## src/rtl/exe_muldiv_unit.sv

```systemverilog
`default_nettype none
// ============================================================================
// Module   : exe_muldiv_unit
// Purpose  : Iterative 32-step multiply / divide unit on the EX side. Runs a
//            shift-add multiply or restoring divide, holds the front of the
//            pipeline with stall while busy, and writes the 64-bit result into
//            the architectural HI/LO registers on the done cycle.
// Ports    : clk, rst (async, active-high)
//            start, op[1:0] (00 MULTU, 01 MULT, 10 DIVU, 11 DIV)
//            rs_val, rt_val        operands from ID/EX
//            abort                 flush from a taken branch
//            busy, stall, done     status / pipeline hold / result pulse
//            hi, lo                product high/low or remainder/quotient
//            div0                  last divide had a zero divisor
// Config   : MULDIV_SIGNED_EN - when defined, op[0] selects signed MULT/DIV.
// Revision : 1.0 - initial release
// ============================================================================
module exe_muldiv_unit #(
  parameter int WIDTH = 32
) (
  input  logic             clk,
  input  logic             rst,
  input  logic             start,
  input  logic [1:0]       op,
  input  logic [WIDTH-1:0] rs_val,
  input  logic [WIDTH-1:0] rt_val,
  input  logic             abort,
  output logic             busy,
  output logic             stall,
  output logic             done,
  output logic [WIDTH-1:0] hi,
  output logic [WIDTH-1:0] lo,
  output logic             div0
);

  localparam logic [1:0] S_IDLE = 2'd0;
  localparam logic [1:0] S_RUN  = 2'd1;
  localparam logic [1:0] S_FIX  = 2'd2;

  localparam int              CNT_W    = $clog2(WIDTH);
  localparam logic [CNT_W-1:0] CNT_LAST = CNT_W'(WIDTH - 1);

  logic [1:0]         state_q, state_d;
  logic [CNT_W-1:0]   cnt_q, cnt_d;
  logic [2*WIDTH-1:0] work_q, work_d;   // {upper/remainder, lower/quotient}
  logic [WIDTH-1:0]   opnd_q, opnd_d;   // multiplicand or divisor magnitude
  logic               is_div_q, is_div_d;
  logic               divz_q, divz_d;   // divisor was zero, published at FIX
  logic [WIDTH-1:0]   hi_q, hi_d;
  logic [WIDTH-1:0]   lo_q, lo_d;
  logic               done_q, done_d;
  logic               div0_q, div0_d;
  logic               qneg_q, qneg_d;   // product / quotient must be negated
  logic               rneg_q, rneg_d;   // remainder must be negated

  logic               w_is_div;
  logic [WIDTH-1:0]   w_rs_mag;
  logic [WIDTH-1:0]   w_rt_mag;
  logic               w_qneg;
  logic               w_rneg;
  logic [2*WIDTH-1:0] w_res;

  assign w_is_div = op[1];

`ifdef MULDIV_SIGNED_EN
  logic w_rs_neg;
  logic w_rt_neg;
  assign w_rs_neg = op[0] & rs_val[WIDTH-1];
  assign w_rt_neg = op[0] & rt_val[WIDTH-1];
  assign w_rs_mag = w_rs_neg ? -rs_val : rs_val;
  assign w_rt_mag = w_rt_neg ? -rt_val : rt_val;
  assign w_qneg   = w_rs_neg ^ w_rt_neg;
  assign w_rneg   = w_rs_neg & w_is_div;

  // Product sign is qneg; for divides the halves are corrected separately
  // so the remainder follows the dividend and the quotient truncates to zero.
  always_comb begin
    w_res = work_q;
    if (is_div_q) begin
      w_res[WIDTH-1:0]       = qneg_q ? -work_q[WIDTH-1:0] : work_q[WIDTH-1:0];
      w_res[2*WIDTH-1:WIDTH] = rneg_q ? -work_q[2*WIDTH-1:WIDTH] : work_q[2*WIDTH-1:WIDTH];
    end else if (qneg_q) begin
      w_res = -work_q;
    end
  end
`else
  logic w_op0_unused;
  assign w_op0_unused = op[0];
  assign w_rs_mag     = rs_val;
  assign w_rt_mag     = rt_val;
  assign w_qneg       = 1'b0;
  assign w_rneg       = 1'b0;
  assign w_res        = work_q;
`endif

  // One multiply step: conditionally add, then shift the 65-bit sum right.
  logic [WIDTH:0]     w_mul_sum;
  logic [2*WIDTH-1:0] w_mul_next;
  // One restoring-divide step: shift in the next dividend bit, try subtract.
  logic [WIDTH:0]     w_div_shift;
  logic [WIDTH:0]     w_div_diff;
  logic [2*WIDTH-1:0] w_div_next;

  always_comb begin
    w_mul_sum   = {1'b0, work_q[2*WIDTH-1:WIDTH]}
                + {1'b0, (work_q[0] ? opnd_q : {WIDTH{1'b0}})};
    w_mul_next  = {w_mul_sum, work_q[WIDTH-1:1]};
    w_div_shift = work_q[2*WIDTH-1:WIDTH-1];
    w_div_diff  = w_div_shift - {1'b0, opnd_q};
    if (w_div_diff[WIDTH])
      w_div_next = {w_div_shift[WIDTH-1:0], work_q[WIDTH-2:0], 1'b0};
    else
      w_div_next = {w_div_diff[WIDTH-1:0], work_q[WIDTH-2:0], 1'b1};
  end

  always_comb begin
    state_d  = state_q;
    cnt_d    = cnt_q;
    work_d   = work_q;
    opnd_d   = opnd_q;
    is_div_d = is_div_q;
    divz_d   = divz_q;
    hi_d     = hi_q;
    lo_d     = lo_q;
    div0_d   = div0_q;
    qneg_d   = qneg_q;
    rneg_d   = rneg_q;
    done_d   = 1'b0;
    case (state_q)
      S_IDLE: begin
        // done_q blocks re-execution of the instruction still held in ID/EX.
        if (start && !done_q && !abort) begin
          state_d  = S_RUN;
          cnt_d    = '0;
          div0_d   = 1'b0;
          is_div_d = w_is_div;
          divz_d   = w_is_div && (rt_val == {WIDTH{1'b0}});
          opnd_d   = w_is_div ? w_rt_mag : w_rs_mag;
          work_d   = {{WIDTH{1'b0}}, (w_is_div ? w_rs_mag : w_rt_mag)};
          qneg_d   = w_qneg;
          rneg_d   = w_rneg;
        end
      end
      S_RUN: begin
        if (abort) begin
          state_d = S_IDLE;
        end else begin
          work_d = is_div_q ? w_div_next : w_mul_next;
          cnt_d  = cnt_q + 1'b1;
          if (cnt_q == CNT_LAST)
            state_d = S_FIX;
        end
      end
      S_FIX: begin
        state_d = S_IDLE;
        if (!abort) begin
          hi_d   = w_res[2*WIDTH-1:WIDTH];
          // Zero divisor: quotient is forced to all ones regardless of sign;
          // the remainder path already reproduces the dividend.
          lo_d   = divz_q ? {WIDTH{1'b1}} : w_res[WIDTH-1:0];
          div0_d = divz_q;
          done_d = 1'b1;
        end
      end
      default: state_d = S_IDLE;
    endcase
  end

  always_ff @(posedge clk or posedge rst) begin
    if (rst) begin
      state_q  <= S_IDLE;
      cnt_q    <= '0;
      work_q   <= '0;
      opnd_q   <= '0;
      is_div_q <= 1'b0;
      divz_q   <= 1'b0;
      hi_q     <= '0;
      lo_q     <= '0;
      done_q   <= 1'b0;
      div0_q   <= 1'b0;
      qneg_q   <= 1'b0;
      rneg_q   <= 1'b0;
    end else begin
      state_q  <= state_d;
      cnt_q    <= cnt_d;
      work_q   <= work_d;
      opnd_q   <= opnd_d;
      is_div_q <= is_div_d;
      divz_q   <= divz_d;
      hi_q     <= hi_d;
      lo_q     <= lo_d;
      done_q   <= done_d;
      div0_q   <= div0_d;
      qneg_q   <= qneg_d;
      rneg_q   <= rneg_d;
    end
  end

  assign busy  = (state_q != S_IDLE);
  assign stall = (start & ~done_q) | busy;
  assign done  = done_q;
  assign hi    = hi_q;
  assign lo    = lo_q;
  assign div0  = div0_q;

endmodule
`default_nettype wire

```

## config.mk

```make
export PLATFORM = sky130hd
export DESIGN_NAME = exe_muldiv_unit
export DESIGN_NICKNAME = d
export VERILOG_FILES = /design/src/rtl/exe_muldiv_unit.sv
export SDC_FILE = /design/constraint.sdc
export NUM_CORES = 1
export LEC_CHECK = 0
export ABC_AREA = 1
export CORE_ASPECT_RATIO = 0.6
export CORE_MARGIN = 8
export CORE_UTILIZATION = 40
export DETAILED_ROUTE_END_ITERATION = 12
export PLACE_DENSITY = 0.64
export SLEW_MARGIN = 15
export SYNTH_ARGS = -nofsm -noshare
export SYNTH_HDL_FRONTEND = slang
export SYNTH_SLANG_ARGS = --single-unit
```

## constraint.sdc

```tcl
create_clock -name clk -period 12.06 [get_ports clk]
set_clock_uncertainty 0.2 [all_clocks]
set_input_delay 2.412 -clock clk [delete_from_list [all_inputs] [get_ports clk]]
set_output_delay 2.412 -clock clk [all_outputs]
set_load 0.005 [all_outputs]
```

==> reports/results.ini, run 1 <==
[clock_network]
clock_latency_ns = 0.46
ctsHoldBuffers = 0
htreeDepth = 4
postCtsResizedCells = 0
clk_pin_slew_ns = 0.06
clockRootBuffer = clkbuf_16
cts_made_buffers = 17
cts_buffer_depth = 2
cts_sinks = 171
post_cts_buffers = 0
cts_tree = built

[floorplanning]
die_w_um = 247
die_y_um = 155
dieArea_um2 = 38300
rows = 51
io_pins = 138
start_util = 0.401
core-area_um2 = 32000

[power]
vdd_drop_max_mv = 0.121
powerDensity_nw_per_um2 = 207
leakagePower_nw = 7.72

[detailed_routing]
vias = 13400
detail-route-antenna-nets = 0
routedWlPerCell_um = 18.7
drt_iter0_markers = 1272
drc = 0
first_pass_iters = 5
viasPerCell = 5.44
drt_wl_total_um = 46100

[yosys]
synth_edf_count = 0
synthArstFlopShare = 1.00
syn_nets = 2078
seq_area_frac_synth = 0.333
synth_area_um2 = 12900
ys_ff_latch = 171
ys_warn_count = 0
synth_cell_types = 45
synth_ff_type = dfrtp_1
synth.avg_cell_area_um2 = 6.63
netlist_instances = 1940

[global_routing]
grt_antenna_before_repair = 0
grt_max_degree = 89
grt_first_pass_wirelength_um = 70800
grt_usage = 0.237
first_global_vias = 12300
grt_overflow = 0

[critical_path]
start_kind = input port
r2r_slack_ns = 8.44
r2r-end = w_res[60]
critical_path.top_delay_family = buffers and inverters
crit_chain = clkdlybuf4s50_1 > inv_1 > o21ai_0 > clkdlybuf4s50_1
path_common_cell = clkdlybuf4s50_1
worstSetupPathType = input port to output pin
path_buf_inv = 3
reg2reg_depth = 14
reg2reg_from = w_res[0]
max_stage_delay_ns = 0.52
crit_arrival_ns = 3.56
cp_slowest_cell = clkdlybuf4s50_1
end_kind = output pin
required_ns = 9.45
cp_max_fo = 2

[timing]
final_max_slew_viol_count = 0
post-route-period-util = 0.512
timing_hold_violations_final = 0
fmax_mhz = 162
relSlewSlack = 0.253
setup_viol = 0
min_period_ns = 6.17
rsz0062_at_grt = false
setup-tns-final_ns = 0
worst_pin_slew_ns = 1.12

[cells_and_area]
antenna_cells = 0
drive_gt1_frac = 0.0421
finalNonFillerCells = 2469
final_nets = 2170
area_delta_synth_final_pct = 17.4

[min_path]
hold_depth = 2
hold_path.class = flip-flop to flip-flop
hold_end = hi[25]
min_from = hi[25]

[place]
place.gp.congestion = 0.994
port_buffers = 136
dp.cells = 2437
dp_hpwl_um = 34400

[job]
maxCapViolations = 0

[run_status]
status = finished, final reports clean

placed cells by master (no fill, tap or decap), types with 9 or more instances in the layout:
| cell type | synthesis | layout |
|---|---|---|
| or2_2 | 12 | 12 |
| dfrtp_1 | 171 | 171 |
| clkbuf_16 | 0 | 17 |
| nor2_1 | 144 | 141 |
| a31oi_1 | 33 | 33 |
| nor3_1 | 18 | 18 |
| buf_4 | 1 | 12 |
| o21ai_0 | 144 | 144 |
| nand3_1 | 138 | 138 |
| ha_1 | 66 | 66 |
| nand4_1 | 17 | 17 |
| a21oi_1 | 135 | 135 |
| clkdlybuf4s50_1 | 0 | 135 |
| inv_1 | 282 | 279 |
| a2bb2oi_1 | 32 | 32 |
| o21bai_1 | 9 | 9 |
| nand3b_1 | 9 | 9 |
| nand2_1 | 561 | 560 |
| o211ai_1 | 35 | 35 |
| nand2_2 | 9 | 10 |
state kept, by name (all words and copies together), names as in the netlist:
| name | flops |
|---|---|
| done | 1 |
| divz_q | 1 |
| div0 | 1 |
| is_div_q | 1 |
| cnt_q | 5 |
| state_q | 2 |
| hi | 32 |
| w_res | 64 |
| lo | 32 |
| opnd_q | 32 |
cell usage after synthesis, types with 4 or more instances:
| cell type | number | share of area |
|---|---|---|
| a21o_1 | 8 | 0.0047 |
| a21oi_1 | 135 | 0.053 |
| a2bb2oi_1 | 32 | 0.022 |
| a31oi_1 | 33 | 0.016 |
| buf_1 | 10 | 0.0029 |
| buf_2 | 8 | 0.0031 |
| buf_6 | 5 | 0.0044 |
| clkbuf_1 | 49 | 0.014 |
| dfrtp_1 | 171 | 0.33 |
| ha_1 | 66 | 0.064 |
| inv_1 | 282 | 0.082 |
| nand2_1 | 561 | 0.16 |
| nand2_2 | 9 | 0.0044 |
| nand3_1 | 138 | 0.054 |
| nand3b_1 | 9 | 0.0053 |
| nand4_1 | 17 | 0.0083 |
| nor2_1 | 144 | 0.042 |
| nor3_1 | 18 | 0.0070 |
| nor4_1 | 8 | 0.0039 |
| o211ai_1 | 35 | 0.020 |
| o21a_1 | 4 | 0.0023 |
| o21ai_0 | 144 | 0.056 |
| o21bai_1 | 9 | 0.0053 |
| or2_2 | 12 | 0.0058 |
| xnor2_1 | 5 | 0.0034 |
report_power, final:
group / internal (W) / switching (W)
clock network: 0.000300 / 0.000267
logic: 0.000567 / 0.00116
registers: 0.000680 / 0.000143
cells by family after synthesis:
family	synth area share
compound gates	0.186
xor+xnor	0.00477
fa+ha+maj	0.0673
buf+inv	0.110
flops	0.333
simple gates	0.299
per-layer routing:
| metal | global-route usage | routed length (um) |
|---|---|---|
| met2 | 0.330 | 18800 |
| met4 | 0.0579 | 699 |
| met5 | 0 | 0 |
| met3 | 0.0478 | 3590 |
| met1 | 0.366 | 23100 |
worst reg2reg max path: cells and delay by family (launching register included):
| kind | cells | cell delay [ns] |
|---|---|---|
| simple gates | 8 | 0.96 |
| flops | 1 | 0.69 |
| buf+inv | 2 | 0.48 |
| compound gates | 3 | 0.91 |
| fa+ha+maj | 1 | 0.26 |
worst max path at each step:
stage | start | end | slack (ns) | depth (start not counted)
after floorplan | rst | cnt_q[0] | 4.82 | 1
after global placement | start | stall | 5.88 | 4
after CTS | start | stall | 5.89 | 4
after global routing | start | stall | 5.80 | 4
after detailed placement | start | stall | 5.88 | 4
final | start | stall | 5.89 | 4
area by class of cell:
type                       count  area (um2)
clock buffer                  19         453
clock inverter                13         130
sequential                   171        4280
fill                        3325       16900
tap                          424         531
inverter                     287        1080
multi-input combinational   1407        7180
timing repair buffer         148        1450
metrics by stage:
| step | setup slack (ns) | util | total power (W) | hold slack, ns | instance area (um2) |
|---|---|---|---|---|---|
| final | 5.89 | 0.471 | 0.00312 | 0.274 | 15100 |
| after CTS | 5.89 | 0.471 | 0.00309 | 0.282 | 15100 |
| after global placement | 5.88 | 0.453 | 0.00250 | 0.261 | 14500 |
| after global routing | 5.80 | 0.471 | 0.00336 | 0.300 | 15100 |
| after floorplan | 4.82 | - | 0.00203 | 0.259 | 12900 |
| after detailed placement | 5.88 | 0.453 | 0.00251 | 0.264 | 14500 |
No activity file was read; power rests on OpenSTA's default activity.
==> run 2, diff against run 1 <==
PLACE_DENSITY = 0.66   (was 0.64)
clock period = 5.5 ns   (was 12.06 ns; I/O delays follow)
==> reports/results.ini, run 2 (synthesized netlist as in run 1, its figures left out) <==
[run_status]
status = finished, final reports clean

[detailed_routing]
routedWlPerCell_um = 18.5  ; -0.80%
first_pass_iters = 5  ; unchanged
drt_wl_total_um = 45700  ; -0.84%
detail-route-antenna-nets = 0  ; unchanged
vias = 13200  ; -1.6%
viasPerCell = 5.36  ; -1.6%
drt_iter0_markers = 1391  ; +9.4%
drc = 0  ; unchanged

[cells_and_area]
antenna_cells = 0  ; unchanged
final_common_cell = nand2_1
final_nets = 2171  ; +0.046%
drive_gt1_frac = 0.0411  ; -0.000958
area_delta_synth_final_pct = 17.4  ; about the same
largest_reg_flops = 64  ; unchanged
final_area_um2 = 15100  ; about the same
nFillCells = 3329  ; +0.12%
mostFrequentLayoutCells = 561 x nand2_1, 279 x inv_1, 171 x dfrtp_1, 144 x o21ai_0, 141 x nor2_1

[clock_network]
clk_pin_slew_ns = 0.07  ; about the same
cts_made_buffers = 17  ; unchanged
cts_buffer_depth = 2  ; unchanged
cts_sinks = 171  ; unchanged
postCtsResizedCells = 0  ; unchanged
clock_latency_ns = 0.45  ; about the same
ctsHoldBuffers = 0  ; unchanged
post_cts_buffers = 0  ; unchanged
htreeDepth = 4  ; unchanged
clockRootBuffer = clkbuf_16
cts_tree = built

[floorplanning]
die_w_um = 247  ; unchanged
start_util = 0.401  ; unchanged
core-area_um2 = 32000  ; unchanged
die_y_um = 155  ; unchanged
dieArea_um2 = 38300  ; unchanged
io_pins = 138  ; unchanged
rows = 51  ; unchanged

[power]
comb_power_share = 0.554  ; about the same
vdd_drop_max_mv = 0.278  ; +130%
p_sw_frac = 0.502  ; -0.00248
leakagePower_nw = 7.71  ; about the same
p_clk_frac = 0.180  ; -0.002
powerDensity_nw_per_um2 = 452  ; +120%
intPower_w = 0.00340  ; +120%
p_sw_w = 0.00342  ; +120%
pwr-share-seq = 0.266  ; +0.002

[timing]
fin_hold_ws_ns = 0.275  ; +0.000943 ns
worst_pin_slew_ns = 1.14  ; +0.0232 ns
post-route-period-util = 0.691
timing_hold_violations_final = 0  ; unchanged
setup-tns-final_ns = 0  ; unchanged
final_max_slew_viol_count = 0  ; unchanged
min_period_ns = 3.80
fmax_mhz = 263
relSlewSlack = 0.240  ; -0.0137
setup_viol = 0  ; unchanged
rsz0062_at_grt = false

[critical_path]
required_ns = 5.64  ; -3.81 ns
start_kind = flip-flop
cp_max_fo = 24  ; +22
critical_path.top_delay_family = simple AND/OR/NAND/NOR gates
cp_slowest_cell = dfrtp_1
worstSetupPathType = flip-flop to flip-flop
path_common_cell = nand2_1
crit_chain = buf_4 > nand2_1 > fa_1 > o21ai_2 > nand2_1 > nand2_1 > nand3_1 > nand2_1 > nand3b_1 > nand3_1 > nand3_1 > nand3_1 > nand2_1
crit_arrival_ns = 3.94  ; +0.38 ns
path_buf_inv = 1  ; -2
end_kind = flip-flop
max_stage_delay_ns = 1.01  ; +0.49 ns

[min_path]
hold_path.class = flip-flop to flip-flop

[global_routing]
grt_overflow = 0  ; unchanged
grt_usage = 0.238  ; +0.000645
grt_first_pass_wirelength_um = 71300  ; +0.72%
grt_antenna_before_repair = 0  ; unchanged
grt_max_degree = 98  ; +10%
first_global_vias = 12300  ; -0.024%

[place]
port_buffers = 136  ; unchanged
place.gp.congestion = 0.975  ; -2.0%
dp_hpwl_um = 35000  ; +1.5%
post_dp_cell_area_um2 = 14500  ; about the same

[job]
maxCapViolations = 0  ; unchanged

run 2: cell types whose count changed in the layout (fill, tap and decap cells not counted):
| cell | before | now |
|---|---|---|
| inv_8 | 1 | 0 |
| buf_12 | 0 | 1 |
| inv_6 | 5 | 4 |
| clkinv_4 | 3 | 1 |
| clkinvlp_4 | 3 | 5 |
| bufinv_16 | 1 | 2 |
| clkinv_2 | 2 | 3 |
| nor2_4 | 1 | 0 |
| nand2_1 | 560 | 561 |
| nand2_2 | 10 | 9 |
| clkbuf_8 | 2 | 0 |
| nor2_2 | 3 | 4 |
run 2: per-stage QoR:
step / setup slack [ns] / instances / power, W / util
after detailed placement: 1.70 / 2438 / 0.00551 / 0.454
after floorplan: 2.02 / 1940 / 0.00445 / -
final: 1.70 / 2468 / 0.00683 / 0.471
after CTS: 1.79 / 2468 / 0.00677 / 0.471
after global placement: 1.73 / 2438 / 0.00549 / 0.454
after global routing: 1.51 / 2468 / 0.00740 / 0.471
run 2: final cells by class:
class	instances	area, um2	share of cell area
inverters	287	1080	0.0717
clock buffers	17	425	0.0282
clock inverters	13	144	0.00953
repair buffers	149	1470	0.0971
well taps	424	531	0.0351
multi-input cells	1407	7170	0.475
flip-flops and latches	171	4280	0.283
run 2: worst register-to-register path: cells and delay by family (launching register included):
| family | cells | cell delay [ns] |
|---|---|---|
| buffers and inverters | 1 | 0.36 |
| DFF | 1 | 1.01 |
| adders and majority gates | 1 | 0.44 |
| AOI/OAI and AO/OA | 1 | 0.32 |
| and+or+nand+nor | 10 | 1.36 |
run 2: worst paths after layout:
check	from	end	slack, ns	cells after the start
worst max register to register	w_res[0]	w_res[61]	1.70	13
worst min register to register	hi[20]	hi[20]	0.28	2
max in group asynchronous	rst	w_res[56]	3.16	3
min in group asynchronous	rst	hi[6]	0.87	2
worst max-delay path	w_res[0]	w_res[61]	1.70	13
worst min-delay path	hi[20]	hi[20]	0.28	2
run 2: per-layer routing:
metal,wire length [um],up-vias,track usage
li1,-,6526,-
met1,23300,6202,0.373
met2,18700,450,0.338
met3,3240,39,0.0404
met4,544,0,0.0410
met5,0,-,0
run 2: power groups by stage:
stage	Clock, W	Combinational, W	Sequential (W)
after floorplan	0	0.00277	0.00168
after CTS	0.00125	0.00372	0.00181
after detailed placement	0	0.00368	0.00183
after global placement	0	0.00366	0.00183
final	0.00123	0.00378	0.00182
after global routing	0.00130	0.00425	0.00184
